===== config.mk =====
export PLATFORM = sky130hd
export DESIGN_NAME = qam_demapper_ctrl_v2
export DESIGN_NICKNAME = d
export VERILOG_FILES = /design/src/rtl/qam_demapper_ctrl_v2.sv
export SDC_FILE = /design/constraint.sdc
export NUM_CORES = 1
export LEC_CHECK = 0
export BUFFER_PORTS_ARGS = -buffer_cell sky130_fd_sc_hd__buf_2
export CORE_ASPECT_RATIO = 2
export CORE_UTILIZATION = 25
export CTS_BUF_LIST = sky130_fd_sc_hd__clkbuf_8
export DETAILED_ROUTE_END_ITERATION = 6
export PLACE_DENSITY = 0.4
export SYNTH_ARGS = -nofsm -noshare
export SYNTH_HDL_FRONTEND = slang
export SYNTH_SLANG_ARGS = --single-unit

===== constraint.sdc =====
create_clock -name dclk -period 2.5 [get_ports dclk]
set_clock_uncertainty 0.15 [all_clocks]
set_input_delay 0.75 -clock dclk [delete_from_list [all_inputs] [get_ports dclk]]
set_output_delay 0.75 -clock dclk [all_outputs]
set_load 0.005 [all_outputs]

===== src/rtl/qam_demapper_ctrl_v2.sv =====
// Output-FIFO controller for the hard-decision QAM demapper: tracks occupancy,
// raises data-available at a programmable fill level, and drops or backpressures when busy.
module qam_demapper_ctrl_v2 #(
   parameter int DEPTH     = 16,
   parameter int AFULL_LVL = DEPTH,
   parameter int MODE      = 0,
   parameter int DROP_W    = 8,
   parameter int CNT_W     = $clog2(DEPTH + 1)
) (
   input  logic              dclk,
   input  logic              reset,
   input  logic              enable,
   input  logic              sym_valid,
   input  logic              read,
   output logic              sym_ready,
   output logic              write_enable,
   output logic              read_enable,
   output logic              fifo_clr,
   output logic [CNT_W-1:0]  level,
   output logic              available,
   output logic              complete,
   output logic              overflow,
   output logic [DROP_W-1:0] drop_count,
   output logic [1:0]        state
);

   if (DEPTH < 2 || AFULL_LVL < 1 || AFULL_LVL > DEPTH) begin : g_bad_cfg
      $error("qam_demapper_ctrl_v2: DEPTH must be >= 2 and AFULL_LVL within 1..DEPTH");
   end

   typedef enum logic [1:0] {
      IDLE       = 2'b00,
      RECEIVE    = 2'b01,
      DATA_READY = 2'b10,
      READ_OUT   = 2'b11
   } state_t;

   state_t           st;
   logic             has_room;
   logic             drop;
   logic [CNT_W-1:0] lvl_nxt;

   assign state        = st;
   assign has_room     = (level < CNT_W'(DEPTH));
   assign write_enable = sym_valid && (st == RECEIVE) && has_room;
   assign read_enable  = read && (st == READ_OUT) && (level != '0);
   assign sym_ready    = (MODE != 0) ? ((st == RECEIVE) && has_room) : 1'b1;
   assign available    = (st == DATA_READY) || (st == READ_OUT);
   assign complete     = !available;
   assign drop         = (MODE == 0) && sym_valid && ((st == DATA_READY) || (st == READ_OUT));

   // Write and read strobes are mutually exclusive by state, so one adjust suffices.
   always_comb begin
      lvl_nxt = level;
      if (write_enable)
         lvl_nxt = level + CNT_W'(1);
      else if (read_enable)
         lvl_nxt = level - CNT_W'(1);
   end

   always_ff @(posedge dclk or negedge reset) begin
      if (!reset) begin
         st         <= IDLE;
         level      <= '0;
         overflow   <= 1'b0;
         drop_count <= '0;
         fifo_clr   <= 1'b0;
      end else if (!enable) begin
         st         <= IDLE;
         level      <= '0;
         overflow   <= 1'b0;
         drop_count <= '0;
         fifo_clr   <= (st != IDLE);
      end else begin
         fifo_clr <= 1'b0;
         level    <= lvl_nxt;
         if (drop) begin
            overflow <= 1'b1;
            if (drop_count != '1)
               drop_count <= drop_count + DROP_W'(1);
         end
         case (st)
            IDLE:       st <= RECEIVE;
            RECEIVE:    if (lvl_nxt == CNT_W'(AFULL_LVL)) st <= DATA_READY;
            DATA_READY: if (read) st <= READ_OUT;
            READ_OUT:   if (lvl_nxt == '0) st <= RECEIVE;
            default:    st <= IDLE;
         endcase
      end
   end

endmodule


==> results of run 1 <==
[power by group]
part           total (W)  switching [W]  internal (W)
registers       0.000341      0.0000319      0.000309
clock network   0.000203      0.0000937      0.000109
logic           0.000381       0.000199      0.000182
total           0.000925       0.000325      0.000600
[layer usage]
layer | up-vias | track usage, % | routed length (um)
li1 | 455 | - | -
met1 | 441 | 13.0 | 1050
met2 | 19 | 22.7 | 1480
met3 | 4 | 0.943 | 75
met4 | 0 | 5.43 | 40
met5 | - | 0 | 0
[through the flow]
step                      utilization [%]  area [um2]  instances
after global routing                 31.5        1370        202
final                                31.5        1370        202
after floorplan                         -        1120        121
after CTS                            31.3        1360        202
after detailed placement             30.1        1310        198
after global placement               30.1        1310        198
[path summary, 6_finish.rpt]
check | from | end | slack (ns) | cells past startpoint
worst min register to register | overflow$_DFFE_PN0P_ | overflow$_DFFE_PN0P_ | 0.36 | 2
worst max register to register | state[1]$_DFFE_PN0P_ | state[1]$_DFFE_PN0P_ | 0.29 | 8
min in group dclk | overflow$_DFFE_PN0P_ | overflow$_DFFE_PN0P_ | 0.36 | 2
worst max-delay path | state[1]$_DFFE_PN0P_ | write_enable | 0.10 | 4
worst min-delay path | reset | drop_count[1]$_DFFE_PN0P_ | 0.27 | 1
max in group asynchronous | reset | level[1]$_DFF_PN0_ | 1.62 | 1
[synth_stat cells, types with 2 or more instances]
library cell | count | area, um2
inv_1 | 9 | 33.8
nand2_1 | 9 | 33.8
xnor2_1 | 7 | 61.3
nor2_1 | 13 | 48.8
ha_1 | 8 | 100
and2_1 | 4 | 25.0
nor3_1 | 3 | 15.0
clkbuf_1 | 3 | 11.3
mux2i_1 | 4 | 40.0
o21ai_0 | 3 | 15.0
nand3_1 | 5 | 25.0
xor2_1 | 3 | 26.3
nor2b_1 | 2 | 12.5
a21oi_1 | 4 | 20.0
nand2b_1 | 2 | 12.5
dfrtp_1 | 17 | 425
[registers in the layout, summed over array words and instances, names as in the netlist]
signal	flops
state	2
overflow	1
level	5
fifo_clr	1
drop_count	8
[cell type report]
cell class,count,area [um2]
clock buffer,3,41.3
clock inverter,1,3.75
fill,489,2970
inverter,9,33.8
multi-input combinational,90,646
sequential,17,427
tap,54,67.6
timing repair buffer,28,148
[kinds of logic after synthesis]
group                      count (synthesis)  share of synthesized area [%]
DFF                                       17                           38.0
xor gates and xnor gates                  10                           7.82
and+or+nand+nor                           48                           23.5
other                                      1                          0.335
adders and majority gates                  8                           8.94
muxes                                      5                           4.58
buffers and inverters                     14                           5.70
AOI/OAI and AO/OA                         18                           11.2
[repair_timing]
action | in CTS | in global routing
gates resized for setup | 2 | 4
endpoints found under the setup margin | 2 | 1
hold endpoints to repair | 0 | 0
pin swaps | 0 | 0
[critical path: cells and delay by family, from the launching register on]
kind,cells,cell delay (ns)
simple gates,1,0.32
buf+inv,2,0.28
fa+ha+maj,1,0.23
flops,1,0.41
==> reports/qor.csv, run 1 <==
metric,value,unit
outcome,finished clean,
Max Cap Viol,0,
Initial Util,25.8,%
CP max stage cell,dfrtp_1,
Nets,162,
layout cells sized above 1,31.1,%
CTS tree,yes,
dpl ws,0.0869,ns
drt drc,0,
Die X,49.3,um
GP Congestion,0.856,
post-CTS setup buffers,0,
number of distinct library cells after synthesis,41,
setup violators final,0,
Avg WL per Cell,13.1,um
CP Data Required Time,1.60,ns
crit end category,output pin,
Worst-Skew Late Latency,0.25,ns
Static Leak,0.658,nW
clk slew on worst S/H paths,0.07,ns
ys flop type,dfrtp_1,
Setup crit start kind,flip-flop,
Max clock buf depth,2,
Arrival @ worst endpoint,1.50,ns
PortBufs,25,
Crit Path Category,flip-flop to output pin,
1st-pass router iterations,2,
Async SR Flop Fraction,100,%
"commonest non-fill, non-tap cells in the layout","buf_2, dfrtp_1, nor2_1",
total power,0.000925,W
Via density,4.55,
Final Cycle Share,95.9,%
Row Count,34,
Crit path largest cell delay,0.41,ns
Slew Limit Fails,0,
Post-synth EDFFs,0,
CP cell instances,"inv_1, ha_1, and3b_2, buf_2",
syn_area_per_cell,9.25,um2
hold_ws,0.271,ns
PwrDens,677,nW/um2
post-synthesis cell area,1120,um2
Post-DRT Antenna Nets,0,
Overflow after GRT,0,
area grow syn2layout,22.0,%
sequential fraction of the synthesis area,38.0,%
largest net degree at the start of global routing,18,
worst hold path class,primary input to asynchronous set/reset pin,
initial antenna violation count,0,
die area,4770,um2
post-DP HPWL,2.09,mm
"flops & latches, synth",17,
Tmin final,2.40,ns
GRT Overall Usage,12.1,%
"commonest non-fill, non-tap cell in the layout",buf_2,
YS warnings,0,
n_diodes,0,
Detailed Route Iter0 Violations,27,
Sum Neg Setup Slack,0,ns
VDD IR max,0.330,mV
total core area,4340,um2
H-Tree Depth,1,
Max Clk Rate,417,MHz
RSZ-0062 raised after global routing,no,
root buffer cell,clkbuf_8,
final worst setup slack,0.102,ns
IO Count,27,
via count,919,
Gate Count Post-Synth,121,
number of global-route vias before repair,944,
CTS Hold Bufs,0,
Num CTS Buffers,3,
Syn Nets,134,
final hold vios,0,
DIE HEIGHT,96.7,um
first-pass GRT wire length,4.49,mm
final wirelength,2.65,mm
"Max FO, Critical Path",10,
Sink Count,17,
Power figures use the tool's default switching activity.
==> run 2, diff against run 1 <==
Clock period 2.5 ns to 2.6 ns, I/O delays scaled along.
==> reports/qor.csv, run 2 (synthesized netlist as in run 1, its figures left out) <==
metric,value,unit
hold_ws,0.291,ns
dpl ws,0.173,ns
worst setup path start,level[0]$_DFF_PN0_,
Overflow after GRT,0,
final wirelength,2.70,mm
Post-DRT Antenna Nets,0,
Slew Limit Fails,0,
Sink Count,17,
worst r2r path cells,10,
"commonest non-fill, non-tap cells in the layout","buf_2, dfrtp_1, nor2_1",
Row Count,34,
crit end category,output pin,
Initial Util,25.8,%
Avg WL per Cell,13.4,um
Max Clk Rate,399,MHz
largest net degree at the start of global routing,18,
CP max stage cell,dfrtp_1,
Max clock buf depth,2,
CTS Hold Bufs,0,
PortBufs,25,
VDD IR max,0.305,mV
n_diodes,0,
Setup crit start kind,flip-flop,
via count,908,
"commonest non-fill, non-tap cell in the layout",buf_2,
number of global-route vias before repair,872,
flop2flop setup slack,0.28,ns
WP buf/inv,2,
total power,0.000896,W
Tmin final,2.50,ns
final hold vios,0,
root buffer cell,clkbuf_8,
Die X,49.3,um
DIE HEIGHT,96.7,um
first-pass GRT wire length,4.16,mm
"Max FO, Critical Path",6,
layout cells sized above 1,28.6,%
Static Leak,0.656,nW
Arrival @ worst endpoint,1.57,ns
CP Depth,5,
H-Tree Depth,1,
final worst setup slack,0.0954,ns
Num CTS Buffers,3,
Top reg by flops,drop_count,
drt drc,0,
post-DP HPWL,2.05,mm
Detailed Route Iter0 Violations,3,
Worst-Skew Late Latency,0.25,ns
1st-pass router iterations,4,
total core area,4340,um2
CTS tree,yes,
PwrDens,660,nW/um2
initial antenna violation count,0,
GRT Overall Usage,11.5,%
r2r endpoint,state[1]$_DFFE_PN0P_,
max reg flops,8,
Crit Path Category,flip-flop to output pin,
crit path to,read_enable,
Nets,161,
clk slew on worst S/H paths,0.07,ns
CP cell instances,"inv_2, ha_1, nor4b_4, nor2_4, buf_2",
fillers,479,
CP Data Required Time,1.67,ns
Via density,4.52,
worst hold path class,primary input to asynchronous set/reset pin,
GP Congestion,0.849,
outcome,finished clean,
"CP delay by family, top",flip-flops,
setup violators final,0,
Final Cycle Share,96.3,%
area grow syn2layout,21.2,%
IO Count,27,
Max Cap Viol,0,
die area,4770,um2
Crit path largest cell delay,0.46,ns
worst r2r src,level[0]$_DFF_PN0_,
Sum Neg Setup Slack,0,ns
==> run 2: cell count changes in the layout (fill, tap and decap cells not counted), sizes merged <==
cell  before  now
buf       28   27
==> run 2: where the power goes <==
group	switching, W	leakage [nW]	internal [W]
sequential	0.0000362	0.233	0.000297
clock	0.0000917	0.0269	0.000105
combinational	0.000191	0.397	0.000176
==> run 2: area by class of cell <==
type | count | area, um2 | share of cell area (%)
Clock buffer | 3 | 41.3 | 3.04
Inverter | 9 | 33.8 | 2.49
Tap cell | 54 | 67.6 | 4.98
Timing Repair Buffer | 27 | 140 | 10.3
Sequential cell | 17 | 425 | 31.3
Clock inverter | 1 | 3.75 | 0.276
Multi-Input combinational cell | 90 | 646 | 47.6
==> run 2: worst register-to-register path: stages (launching register included) <==
cell and delay, ns:
dfrtp_1 0.46, inv_2 0.13, ha_1 0.22, nor4b_4 0.29, buf_4 0.16, buf_4 0.09, nor3_2 0.04, mux2i_1 0.17
o21ai_2 0.07, a31oi_2 0.25, mux2i_1 0.21
==> run 2: timing repair <==
action | in CTS | in global routing
endpoints found under the setup margin | 1 | 2
setup buffers | 1 | 1
gates resized for setup | 2 | 2
==> run 2: worst min path at each step <==
stage               cells past startpoint                   endpoint  slack [ns]                 start
finish                                  1         fifo_clr$_DFF_PN0_        0.29                 reset
floorplan                               0  drop_count[0]$_DFFE_PN0P_        0.33                 reset
detailed placement                      2       overflow$_DFFE_PN0P_        0.36  overflow$_DFFE_PN0P_
global placement                        2       overflow$_DFFE_PN0P_        0.33  overflow$_DFFE_PN0P_
CTS                                     1         level[4]$_DFF_PN0_        0.31                 reset
global route                            1  drop_count[3]$_DFFE_PN0P_        0.32                 reset
==> run 2: per-layer routing <==
metal	part of all wire [%]	global-route usage, %	wire length, um
met2	53	19.5	1430
met3	2.8	1.10	75
met5	0	0	0
met1	41	13.1	1090
met4	3.6	7.69	98
==> run 2: per-stage QoR <==
| step | instances | util, % | cell area, um2 |
|---|---|---|---|
| 2_1_floorplan | 121 | - | 1120 |
| 3_3_place_gp | 195 | 29.6 | 1280 |
| 3_5_place_dp | 195 | 29.6 | 1280 |
| 4_1_cts | 200 | 31.1 | 1350 |
| 5_1_grt | 201 | 31.3 | 1360 |
| 6_report | 201 | 31.3 | 1360 |
==> run 3, diff against run 2 <==
Settings changed: BUFFER_PORTS_ARGS -buffer_cell sky130_fd_sc_hd__buf_2 to -buffer_cell sky130_fd_sc_hd__buf_4, GPL_TIMING_DRIVEN from default to 0.
==> reports/qor.csv, run 3 (synthesized netlist as in run 1, its figures left out) <==
metric,value,unit
n_diodes,0,
initial antenna violation count,0,
Die X,49.3,um
final hold vios,0,
total core area,4340,um2
Top reg by flops,drop_count,
clk slew on worst S/H paths,0.06,ns
Avg WL per Cell,13.0,um
hold_ws,0.235,ns
Arrival @ worst endpoint,1.55,ns
largest net degree at the start of global routing,18,
H-Tree Depth,1,
"Max FO, Critical Path",6,
root buffer cell,clkbuf_8,
worst hold path class,primary input to asynchronous set/reset pin,
GP Congestion,0.762,
flop2flop setup slack,0.32,ns
fin cells,204,
Slew Limit Fails,0,
IO Count,27,
first-pass GRT wire length,4.33,mm
outcome,finished clean,
layout cells sized above 1,27.3,%
Tmin final,2.48,ns
Setup crit start kind,flip-flop,
max reg flops,8,
1st-pass router iterations,3,
Max Cap Viol,0,
Crit Path Category,flip-flop to output pin,
Row Count,34,
PortBufs,24,
fillers,491,
Max clock buf depth,2,
Nets,164,
RSZ-0062 raised after global routing,no,
"commonest non-fill, non-tap cell in the layout",buf_4,
cell count after placement,199,
Sum Neg Setup Slack,0,ns
Detailed Route Iter0 Violations,9,
CP Data Required Time,1.67,ns
post-DP HPWL,2.12,mm
Sink Count,17,
CTS tree,yes,
Via density,4.54,
Static Leak,0.665,nW
via count,927,
Worst-Skew Late Latency,0.25,ns
worst r2r path cells,9,
CTS Hold Bufs,0,
worst setup path start,level[0]$_DFF_PN0_,
r2r endpoint,state[0]$_DFFE_PN0P_,
VDD IR max,0.303,mV
Final Cycle Share,95.5,%
Max Clk Rate,403,MHz
worst r2r src,state[1]$_DFFE_PN0P_,
"commonest non-fill, non-tap cells in the layout","buf_4, dfrtp_1, nor2_1",
die area,4770,um2
Initial Util,25.8,%
DIE HEIGHT,96.7,um
area grow syn2layout,27.8,%
final wirelength,2.66,mm
Overflow after GRT,0,
number of global-route vias before repair,952,
setup violators final,0,
Num CTS Buffers,3,
drt drc,0,
crit end category,output pin,
Post-DRT Antenna Nets,0,
PwrDens,642,nW/um2
GRT Overall Usage,11.9,%
## run 3: layout make-up
class,instances,area [um2],area share (%)
tap,54,67.6,4.72
clock inverter,1,3.75,0.262
timing repair buffer,25,188,13.1
clock buffer,3,41.3,2.88
inverter,9,33.8,2.36
buffer,5,30.0,2.10
sequential,17,425,29.7
multi-input combinational,90,642,44.8
## run 3: where the power goes
group	leakage (nW)	switching, W	total (W)	internal, W
logic	0.406	0.000192	0.000397	0.000206
clock network	0.0269	0.0000826	0.000187	0.000105
registers	0.233	0.0000370	0.000334	0.000297
## run 3: repair_timing
item                                    CTS  global route
pin swaps                                 0             0
setup buffers                             0             1
gates resized for setup                   1             1
endpoints found under the setup margin    1             1
## run 3: critical path, stage by stage, from the launching register on
cell     delay, ns
dfrtp_1       0.44
inv_1         0.16
ha_2          0.23
nor4b_4       0.23
nor2_2        0.10
buf_4         0.15
## run 3: how the worst max path moves through the flow
stage / slack (ns) / to / cells past startpoint
floorplan: 0.46 / state[0]$_DFFE_PN0P_ / 6
global placement: 0.13 / state[0]$_DFFE_PN0P_ / 8
detailed placement: 0.15 / state[0]$_DFFE_PN0P_ / 8
CTS: 0.05 / read_enable / 5
global route: 0.03 / read_enable / 5
finish: 0.12 / read_enable / 5
## run 3: per-layer routing
metal | routed length, um | track usage [%]
met3 | 67 | 1.10
met4 | 87 | 7.01
met2 | 1510 | 23.1
met1 | 989 | 11.4
met5 | 0 | 0
## run 3: metrics by stage
stage	instance area (um2)	power, W	worst slack, ns	util, %
after CTS	1420	0.000927	0.0538	32.8
after global routing	1430	0.000986	0.0268	33.0
after floorplan	1120	0.000573	0.458	-
after global placement	1370	0.000714	0.128	31.5
after detailed placement	1370	0.000723	0.146	31.5
final	1430	0.000919	0.117	33.0
